`src/rtl/display_pkg.sv`:
```
// display_pkg: shared FSM state, segment patterns and BCD helpers for display_driver
package display_pkg;
  localparam int BIN_W = 8;
  typedef enum logic [1:0] {IDLE, SHIFT, COMMIT} state_t;
  localparam logic [6:0] SEG_0     = 7'b0111111;
  localparam logic [6:0] SEG_1     = 7'b0000110;
  localparam logic [6:0] SEG_2     = 7'b1011011;
  localparam logic [6:0] SEG_3     = 7'b1001111;
  localparam logic [6:0] SEG_4     = 7'b1100110;
  localparam logic [6:0] SEG_5     = 7'b1101101;
  localparam logic [6:0] SEG_6     = 7'b1111101;
  localparam logic [6:0] SEG_7     = 7'b0000111;
  localparam logic [6:0] SEG_8     = 7'b1111111;
  localparam logic [6:0] SEG_9     = 7'b1101111;
  localparam logic [6:0] SEG_MINUS = 7'b1000000;
  localparam logic [6:0] SEG_BLANK = 7'b0000000;
  function automatic logic [6:0] seg_of(input logic [3:0] d);
    case (d)
      4'd0:    return SEG_0;
      4'd1:    return SEG_1;
      4'd2:    return SEG_2;
      4'd3:    return SEG_3;
      4'd4:    return SEG_4;
      4'd5:    return SEG_5;
      4'd6:    return SEG_6;
      4'd7:    return SEG_7;
      4'd8:    return SEG_8;
      4'd9:    return SEG_9;
      default: return SEG_BLANK;
    endcase
  endfunction
  function automatic logic [3:0] adj3(input logic [3:0] d);
    return d >= 4'd5 ? d + 4'd3 : d;
  endfunction
endpackage

```
`src/rtl/display_driver_bcd_converter.sv`:
```
// bcd_converter: iterative double-dabble binary->BCD with a one-deep newest-wins pending load.
// DISPLAY_SIGNED_EN: input is two's complement; magnitude is converted and the sign reported on o_neg.
module bcd_converter
  import display_pkg::*;
(
  input  logic             clk,
  input  logic             clr,
  input  logic [BIN_W-1:0] i_value,
  input  logic             i_load,
  output logic [3:0]       o_hund,
  output logic [3:0]       o_tens,
  output logic [3:0]       o_ones,
`ifdef DISPLAY_SIGNED_EN
  output logic             o_neg,
`endif
  output logic             o_valid,
  output logic             o_busy,
  output logic             o_done
);
  state_t             r_state, w_next;
  logic [BIN_W+11:0]  r_sh, w_shifted;
  logic [11:0]        w_adj;
  logic [2:0]         r_cnt;
  logic               r_pend, w_start;
  logic [BIN_W-1:0]   r_pend_val, w_raw, w_mag;
  logic [3:0]         r_hund, r_tens, r_ones;
  logic               r_valid, r_done;
  // A load arriving in COMMIT wins over the older pending value
  assign w_raw = i_load ? i_value : r_pend_val;
`ifdef DISPLAY_SIGNED_EN
  assign w_mag = w_raw[BIN_W-1] ? ~w_raw + 1'b1 : w_raw;
`else
  assign w_mag = w_raw;
`endif
  assign w_adj     = {adj3(r_sh[BIN_W+11:BIN_W+8]), adj3(r_sh[BIN_W+7:BIN_W+4]), adj3(r_sh[BIN_W+3:BIN_W])};
  assign w_shifted = {w_adj, r_sh[BIN_W-1:0]} << 1;
  always_comb begin
    w_next  = r_state == IDLE  ? (i_load ? SHIFT : IDLE) :
              r_state == SHIFT ? (r_cnt == 3'd7 ? COMMIT : SHIFT) :
              (i_load || r_pend) ? SHIFT : IDLE;
    w_start = (r_state == IDLE && i_load) || (r_state == COMMIT && (i_load || r_pend));
  end
  always_ff @(posedge clk or negedge clr) begin
    if (!clr) begin
      r_state    <= IDLE;
      r_sh       <= '0;
      r_cnt      <= '0;
      r_pend     <= 1'b0;
      r_pend_val <= '0;
      r_hund     <= '0;
      r_tens     <= '0;
      r_ones     <= '0;
      r_valid    <= 1'b0;
      r_done     <= 1'b0;
    end else begin
      r_state <= w_next;
      r_done  <= r_state == COMMIT;
      if (w_start) begin
        r_sh  <= {12'd0, w_mag};
        r_cnt <= '0;
      end else if (r_state == SHIFT) begin
        r_sh  <= w_shifted;
        r_cnt <= r_cnt + 3'd1;
      end
      if (r_state == COMMIT) begin
        r_hund  <= r_sh[BIN_W+11:BIN_W+8];
        r_tens  <= r_sh[BIN_W+7:BIN_W+4];
        r_ones  <= r_sh[BIN_W+3:BIN_W];
        r_valid <= 1'b1;
        r_pend  <= 1'b0;
      end else if (r_state == SHIFT && i_load) begin
        r_pend     <= 1'b1;
        r_pend_val <= i_value;
      end
    end
  end
`ifdef DISPLAY_SIGNED_EN
  logic r_neg_sh, r_neg;
  always_ff @(posedge clk or negedge clr) begin
    if (!clr) begin
      r_neg_sh <= 1'b0;
      r_neg    <= 1'b0;
    end else begin
      if (w_start) r_neg_sh <= w_raw[BIN_W-1];
      if (r_state == COMMIT) r_neg <= r_neg_sh;
    end
  end
  assign o_neg = r_neg;
`endif
  assign o_hund  = r_hund;
  assign o_tens  = r_tens;
  assign o_ones  = r_ones;
  assign o_valid = r_valid;
  assign o_busy  = r_state == SHIFT;
  assign o_done  = r_done;
endmodule

```
`src/rtl/display_driver.sv`:
```
// display_driver: latches an 8-bit value, converts it to BCD and scans it onto a 4-digit 7-segment display.
// DISPLAY_SIGNED_EN: treat value as two's complement and show a minus sign on the leftmost digit.
module display_driver
  import display_pkg::*;
#(
  parameter int SCAN_DIV       = 1024,
  parameter bit DIG_ACTIVE_LOW = 1'b1
) (
  input  logic             clk,
  input  logic             clr,
  input  logic [BIN_W-1:0] value,
  input  logic             load,
  output logic [6:0]       seg,
  output logic [3:0]       dig_en,
  output logic             busy,
  output logic             done
);
  localparam int PW = $clog2(SCAN_DIV);
  logic [3:0]    w_hund, w_tens, w_ones, w_onehot, w_dig;
  logic          w_valid, w_neg;
  logic [6:0]    w_seg, w_seg3;
  logic [PW-1:0] r_pre;
  logic [1:0]    r_idx;
  logic [6:0]    r_seg;
  logic [3:0]    r_dig;
  bcd_converter u_conv (
    .clk     (clk),
    .clr     (clr),
    .i_value (value),
    .i_load  (load),
    .o_hund  (w_hund),
    .o_tens  (w_tens),
    .o_ones  (w_ones),
`ifdef DISPLAY_SIGNED_EN
    .o_neg   (w_neg),
`endif
    .o_valid (w_valid),
    .o_busy  (busy),
    .o_done  (done)
  );
`ifndef DISPLAY_SIGNED_EN
  assign w_neg = 1'b0;
`endif
  // Leading-zero blanking; blank digits keep their enable so every slot lasts SCAN_DIV cycles
  always_comb begin
    w_seg3   = w_neg ? SEG_MINUS : SEG_BLANK;
    w_seg    = !w_valid     ? SEG_BLANK :
               r_idx == 2'd0 ? seg_of(w_ones) :
               r_idx == 2'd1 ? ((w_hund == 4'd0 && w_tens == 4'd0) ? SEG_BLANK : seg_of(w_tens)) :
               r_idx == 2'd2 ? (w_hund == 4'd0 ? SEG_BLANK : seg_of(w_hund)) : w_seg3;
    w_onehot = w_valid ? 4'(4'b0001 << r_idx) : 4'b0000;
    w_dig    = DIG_ACTIVE_LOW ? ~w_onehot : w_onehot;
  end
  always_ff @(posedge clk or negedge clr) begin
    if (!clr) begin
      r_pre <= '0;
      r_idx <= '0;
      r_seg <= SEG_BLANK;
      r_dig <= DIG_ACTIVE_LOW ? 4'hF : 4'h0;
    end else begin
      r_pre <= r_pre == PW'(SCAN_DIV - 1) ? '0 : r_pre + PW'(1);
      if (r_pre == PW'(SCAN_DIV - 1)) r_idx <= r_idx + 2'd1;
      r_seg <= w_seg;
      r_dig <= w_dig;
    end
  end
  assign seg    = r_seg;
  assign dig_en = r_dig;
endmodule

```
`config.mk`:
```
export PLATFORM = sky130hd
export DESIGN_NAME = display_driver
export DESIGN_NICKNAME = d
export VERILOG_FILES = /design/src/rtl/display_pkg.sv /design/src/rtl/display_driver_bcd_converter.sv /design/src/rtl/display_driver.sv
export SDC_FILE = /design/constraint.sdc
export NUM_CORES = 1
export LEC_CHECK = 0
export CORE_ASPECT_RATIO = 0.9
export CORE_MARGIN = 5
export CORE_UTILIZATION = 25
export CTS_CLUSTER_SIZE = 25
export DETAILED_ROUTE_END_ITERATION = 6
export PLACE_DENSITY = 0.44
export SLEW_MARGIN = 20
export SYNTH_ARGS = -nofsm -noshare
export SYNTH_HDL_FRONTEND = slang
export SYNTH_HIERARCHICAL = 1
export SYNTH_SLANG_ARGS = --single-unit
```
`constraint.sdc`:
```
create_clock -name clk -period 3.2 [get_ports clk]
set_clock_uncertainty 0.05 [all_clocks]
set_input_delay 0.64 -clock clk [delete_from_list [all_inputs] [get_ports clk]]
set_output_delay 0.64 -clock clk [all_outputs]
set_load 0.01 [all_outputs]
```
# [Word level (Yosys, flattened, before mapping)]
# Memory sizes are Yosys's and may differ from the RTL's.
# Index checks and enable logic that the tools add are counted.
[totals] register_bits=71 mem_bits_ro=336 output_inout_bits=13 wordCells=71 memories=3
[memory_table] memory="(name not given)" words=16 width=7 rd=1 rd_clocked_by_memory_dff=0 wr=0 line="display_pkg.sv:18" rtl="case (d)"
[memory_table] memory="(name not given)" words=16 width=7 rd=1 rd_clocked_by_memory_dff=0 wr=0 line="display_pkg.sv:18"
[memory_table] memory="(name not given)" words=16 width=7 rd=1 rd_clocked_by_memory_dff=0 wr=0 line="display_pkg.sv:18"
[op_classes] n_addsub=6 n_lt_le_gt_ge=3 n_eq_ne=6 shifts=1 n_mux=23 bitwise_logic=2 reduce_logical=13
[op_table] cell="2-to-1 mux 7 bit" count=6
[op_table] cell="2-to-1 mux 20 bit" count=2
[op_table] cell="greater-or-equal comparator 4 x 3 -> 1 bit (second input constant)" count=3
[op_table] cell="2-to-1 mux 4 bit" count=3
[op_table] cell="adder 10 x 1 -> 10 bit (second input constant)" count=1
[op_table] cell="== test 10 bit (second input constant)" count=1
[op_table] cell="2-to-1 mux 10 bit" count=1
[op_table] cell="2-to-1 mux 3 bit" count=3
[op_table] cell="adder 4 x 2 -> 4 bit (second input constant)" count=2
[op_table] cell="logical NOT 4 bit" count=2
[op_table] cell="2-to-1 mux 8 bit" count=1
[op_table] cell="2-to-1 mux 2 bit" count=3
[op_table] cell="== test 2 x 1 -> 1 bit (second input constant)" count=2
[op_table] cell="== test 2 bit (second input constant)" count=2
[op_table] cell="logical AND 1 bit" count=4
[op_table] cell="logical NOT 2 bit" count=2
[op_table] cell="2-to-1 mux 1 bit" count=4
[op_table] cell="inverter 4 bit" count=1
[op_table] cell="nonzero test 2 bit" count=2
[op_table] cell="left shift 1 x 2 -> 4 bit (first input constant)" count=1
[op_table] cell="adder 3 x 1 -> 3 bit (second input constant)" count=1
[op_table] cell="adder 3 x 2 -> 3 bit (second input constant)" count=1
[op_table] cell="== test 3 bit (second input constant)" count=1
[op_table] cell="adder 2 x 1 -> 2 bit (second input constant)" count=1
[op_table] cell="3 further kinds" count=4

# [Logic depth before layout (Yosys ltp)]
[depth] ltp_word=6 ltp_mapped=6

# [Modules after synthesis]
# Netlist, hierarchy kept.
[by_module_without_submodules] module="bcd_converter" n_inst=1 cells_per_inst=202 area_per_inst_um2=2254.7
[by_module_without_submodules] module="display_driver" n_inst=1 cells_per_inst=160 area_per_inst_um2=1549.0

# [Worst setup path after synthesis]
# Ideal clock, no wire load.
[synth_path] path_type="register to register" startpoint="register u_conv.r_tens[1], in the netlist u_conv/o_tens[1]" endpoint="register r_seg[3], in the netlist seg[3]" setup_ps=120 t_arrival_ps=1652 setup_slack_ps=1378 path_stages_with_launch=7 path_buffers=0 period_less_slack_ps=1822 cell_sequence="dfrtp_1 > inv_1 > ha_1 > or4b_4 > o211ai_2 > o221ai_2 > and3b_1"
[synth_via] elab_chain_len=6 word_cells_on_any_way=7 cone_classes="mux: 4; reduce/logical: 2; memory: 1"
[synth_rtl] item="start, declared" line="display_driver_bcd_converter.sv:26" rtl="logic [3:0] r_hund, r_tens, r_ones;"
[synth_rtl] item="start signal, assigned" line="display_driver_bcd_converter.sv:67" rtl="r_tens <= r_sh[BIN_W+7:BIN_W+4];"
[synth_rtl] item="parallel branches: the longest is 2 deep, another holds memory (16 x 7 bit)"
[synth_rtl] item="2-to-1 mux 7 bit (*) (2 in a row)" line="display_driver.sv:49" rtl="r_idx == 2'd1 ? ((w_hund == 4'd0 && w_tens == 4'd0) ? SEG_BLANK : seg_of(w_tens)) :"
[synth_rtl] item="2-to-1 mux 7 bit (*)" line="display_driver.sv:48" rtl="r_idx == 2'd0 ? seg_of(w_ones) :"
[synth_rtl] item="2-to-1 mux 7 bit (*)" line="display_driver.sv:47" rtl="w_seg = !w_valid ? SEG_BLANK :"
[synth_rtl] item="named net w_seg[3]" line="display_driver.sv:21" rtl="logic [6:0] w_seg, w_seg3;"
[synth_rtl] item="end signal, assigned" line="display_driver.sv:63" rtl="r_seg <= w_seg;"
[synth_rtl] item="end, declared" line="display_driver.sv:24" rtl="logic [6:0] r_seg;"
# Mark *: on every way through the listed nets, which the timed path passes.
# A chain may end at the register's enable or synchronous reset.

# [Final worst setup path]
[layout_path] startpoint="register u_conv.r_state[1]" endpoint="output port busy"
[layout_via] elab_chain_len=1
[layout_rtl] item="start, declared" line="display_driver_bcd_converter.sv:20" rtl="state_t r_state, w_next;"
[layout_rtl] item="start signal, assigned" line="display_driver_bcd_converter.sv:56" rtl="r_state <= w_next;"
[layout_rtl] item="== test 2 x 1 -> 1 bit" line="display_driver_bcd_converter.sv:94" rtl="assign o_busy = r_state == SHIFT;"
[layout_rtl] item="end, declared" line="display_driver.sv:15" rtl="output logic busy,"
# No other way between the ends.

==> results.py <==
metrics = {
    "status": {
        "outcome": "complete, no violations",
    },
    "setup_path": {
        "critPathLaunchType": "flop",
        "critical_path.startpoint": "u_conv/r_state[1]$_DFF_PN0_",
        "worstSetupPathType": "reg -> out",
        "worstPathArrival_ps": 1840,
        "worstPathRequired_ps": 2510,
        "crit_path_max_fanout": 13,
        "worstSetupEndpointType": "output port",
        "reg2reg_from": "u_conv/o_tens[1]$_DFFE_PN0P_",
    },
    "clock_network": {
        "cts_htree_levels": 3,
        "root_buffer": "sky130_fd_sc_hd__clkbuf_16",
        "tritoncts_num_sinks": 71,
        "cts-root-to-sink-buffers": 2,
        "cts_tree": "yes",
        "postCtsSetupRepairBufs": 0,
        "clk-insertion-delay-late_ps": 330,
        "post_cts_sizing_count": 0,
        "cts_made_buffers": 9,
        "ctsHoldBuffers": 0,
        "clkSlewWorstSetupHoldPaths_ps": 60,
    },
    "logic_synthesis": {
        "synth.top_cell.area_share_pct": 44.1,
        "post_synthesis_net_count": 401,
        "total_standard_cell_area_after_synthesis_um2": 3800,
        "yosys_most_used_dff": "sky130_fd_sc_hd__dfrtp_1",
        "yosysSeqAreaShare_pct": 46.8,
        "synth.avg_cell_area_um2": 10.5,
        "synthDominantAreaCellType": "sky130_fd_sc_hd__dfrtp_1",
        "post_synth_num_cell_types": 61,
        "synth_warnings": 6,
        "ys_ff_latch": 71,
        "netlist_instances": 362,
        "synthTopCellsByArea": "sky130_fd_sc_hd__dfrtp_1, sky130_fd_sc_hd__ha_1, sky130_fd_sc_hd__nand2_1",
        "number_of_enable_flip_flop_cells_after_synthesis": 0,
        "synth_async_sr_flop_share_pct": 100,
    },
    "layout": {
        "layout-drive-gt1-share_pct": 10.6,
        "fin_nets": 422,
        "layout_commonest_cell": "sky130_fd_sc_hd__dfrtp_1",
        "num-fill-cells": 1541,
        "num_antenna_cells": 0,
        "area.growth.synth_to_final_pct": 19.0,
        "final_cell_mix": "sky130_fd_sc_hd__dfrtp_1, sky130_fd_sc_hd__nand2_1, sky130_fd_sc_hd__ha_1",
    },
    "detailed_routing": {
        "number_of_vias_after_detailed_routing": 2692,
        "detailedRoute.firstIterationViolations": 153,
        "routed_len_inst_um": 12.8,
        "route.detailed.vias_per_inst": 4.59,
        "route.detailed.drc": 0,
        "dr.pass1.iters": 5,
        "drtAntennaViolNets": 0,
        "drt-total-wl_um": 7500,
    },
    "placement": {
        "routabilityCongestion": 0.749,
        "post-place-ws_ps": 1020,
        "hpwlAfterDp_um": 5280,
        "numPortBuffers": 23,
    },
    "timing": {
        "rsz0062_at_grt": "false",
        "finalWorstPathRequiredPeriod_ps": 2530,
        "worst_slew_margin_rel_pct": 38.7,
        "max_slew.worst_pin.slew_ps": 920,
        "worst_setup_margin_ps": 671,
        "final_max_slew_viol_count": 0,
        "setup-violations-final": 0,
        "period_share_pct": 79.0,
        "maxClockFrequency_ghz": 0.395,
        "final_hold_vios": 0,
        "totalNegativeSetupSlack_ps": 0,
    },
    "floorplan": {
        "floorplan.die_area_um2": 17800,
        "placeableCoreArea_um2": 14800,
        "initial_core_util_pct": 25.7,
        "std_cell_rows": 42,
        "die_w_um": 140,
        "die_y_um": 127,
        "ios": 24,
    },
    "power": {
        "pwr-share-seq_pct": 36.6,
        "power.switching_mw": 1.37,
        "power.density_nw_per_um2": 883,
        "combinational_group_share_of_total_power_pct": 35.7,
        "share_clk_of_total_power_pct": 27.6,
        "netSwitchingFraction_pct": 34.4,
        "internal_power_mw": 2.62,
        "vdd_drop_max_v": 0.000354,
        "leakage_nw": 1.97,
    },
    "global_route": {
        "grtUsageTotal_pct": 9.01,
        "initial_antenna_violation_count": 0,
        "grt_max_degree": 72,
        "first_global_vias": 2696,
        "grt_pass1_wl_um": 13300,
        "grt_overflow_total": 0,
    },
    "job": {
        "timing.max_cap.violations": 0,
    },
    "hold_path": {
        "worstHoldPathType": "in -> async",
    },
}
-- Yosys cell counts (all sizes together), types with 3 or more instances --
cell type and number:
dfrtp 67, nand2 38, ha 28, inv 27, o21ai 23, nor2 16, a21oi 15, buf 14
nor2b 10, mux2 9, nand2b 9, xnor2 8, a221o 7, nand4b 7, o221ai 7, o2111ai 6
nand3 5, o211ai 5, dfstp 4, o21a 4, a211o 3, a21o 3, a22o 3, and3 3
nor3 3, nor4 3, xor2 3
-- layer usage --
layer  GRT usage [%]  share of wire, %  vias up
met2            13.7                44       52
met5               0                 0        -
li1                -                 -     1342
met3            3.33               4.6        7
met4            2.51              0.99        0
met1            12.2                51     1291
-- flip-flops by register name, indices dropped and copies added, names as in the netlist --
name and count:
u_conv/r_sh 20, r_pre 10, u_conv/r_pend_val 8, seg 7, dig_en 4, u_conv/o_hund 4
u_conv/o_ones 4, u_conv/o_tens 4, u_conv/r_cnt 3, r_idx 2, u_conv/r_state 2, u_conv/o_done 1
u_conv/o_valid 1, u_conv/r_pend 1
-- worst paths after layout --
kind / cells past startpoint / slack (ps) / end
setup / recovery: 4 / 670 / busy
hold / removal: 1 / 380 / seg[1]$_DFF_PN0_
setup reg to reg: 6 / 1150 / seg[6]$_DFF_PN0_
hold reg to reg: 1 / 410 / r_pre[0]$_DFF_PN0_
max in group asynchronous: 1 / 2100 / u_conv/r_cnt[0]$_DFFE_PN0P_
min in group clk: 1 / 410 / r_pre[0]$_DFF_PN0_
-- worst max-delay path, cell delays in order (launching register included) --
cell                              delay, ps
sky130_fd_sc_hd__dfrtp_1                510
sky130_fd_sc_hd__nand2b_1               200
sky130_fd_sc_hd__buf_4                  200
sky130_fd_sc_hd__inv_2                   70
sky130_fd_sc_hd__clkdlybuf4s50_1        530
-- through the flow --
stage | total power [mW] | instances | util (%) | hold slack [ps] | cell area, um^2
final | 4.00 | 586 | 30.6 | 382 | 4530
after global routing | 4.33 | 586 | 30.6 | 457 | 4530
after CTS | 4.05 | 586 | 30.6 | 415 | 4530
after detailed placement | 2.91 | 570 | 28.3 | 403 | 4190
after global placement | 2.91 | 570 | 28.3 | 399 | 4190
after floorplan | 2.51 | 362 | - | 294 | 3800
-- cells by family (layout without fill, tap and decap cells) --
group / Yosys count / count (layout) / synth area share [%]
AO/OA/AOI/OAI: 93 / 93 / 18.1
buffers and inverters: 43 / 69 / 5.53
adder cells (fa/ha/maj): 28 / 28 / 9.21
XOR/XNOR: 11 / 11 / 2.53
flip-flops: 71 / 71 / 46.8
multiplexers: 11 / 11 / 3.19
AND/OR/NAND/NOR: 105 / 105 / 14.6
-- layout make-up --
type	instances	area [um^2]	area share [%]
Multi-Input combinational cell	248	1810	40.0
Sequential cell	71	1780	39.3
Clock buffer	13	270	5.97
Timing Repair Buffer	26	250	5.53
Tap cell	198	248	5.47
Inverter	27	101	2.24
Clock inverter	3	65.1	1.44
-- power groups by stage --
stage	combinational [mW]	sequential, mW	clock, mW
CTS	1.45	1.46	1.14
finish	1.43	1.46	1.11
global placement	1.43	1.48	0
detailed placement	1.44	1.48	0
floorplan	1.11	1.40	0
global route	1.63	1.51	1.19
Power figures use the tool's default switching activity.
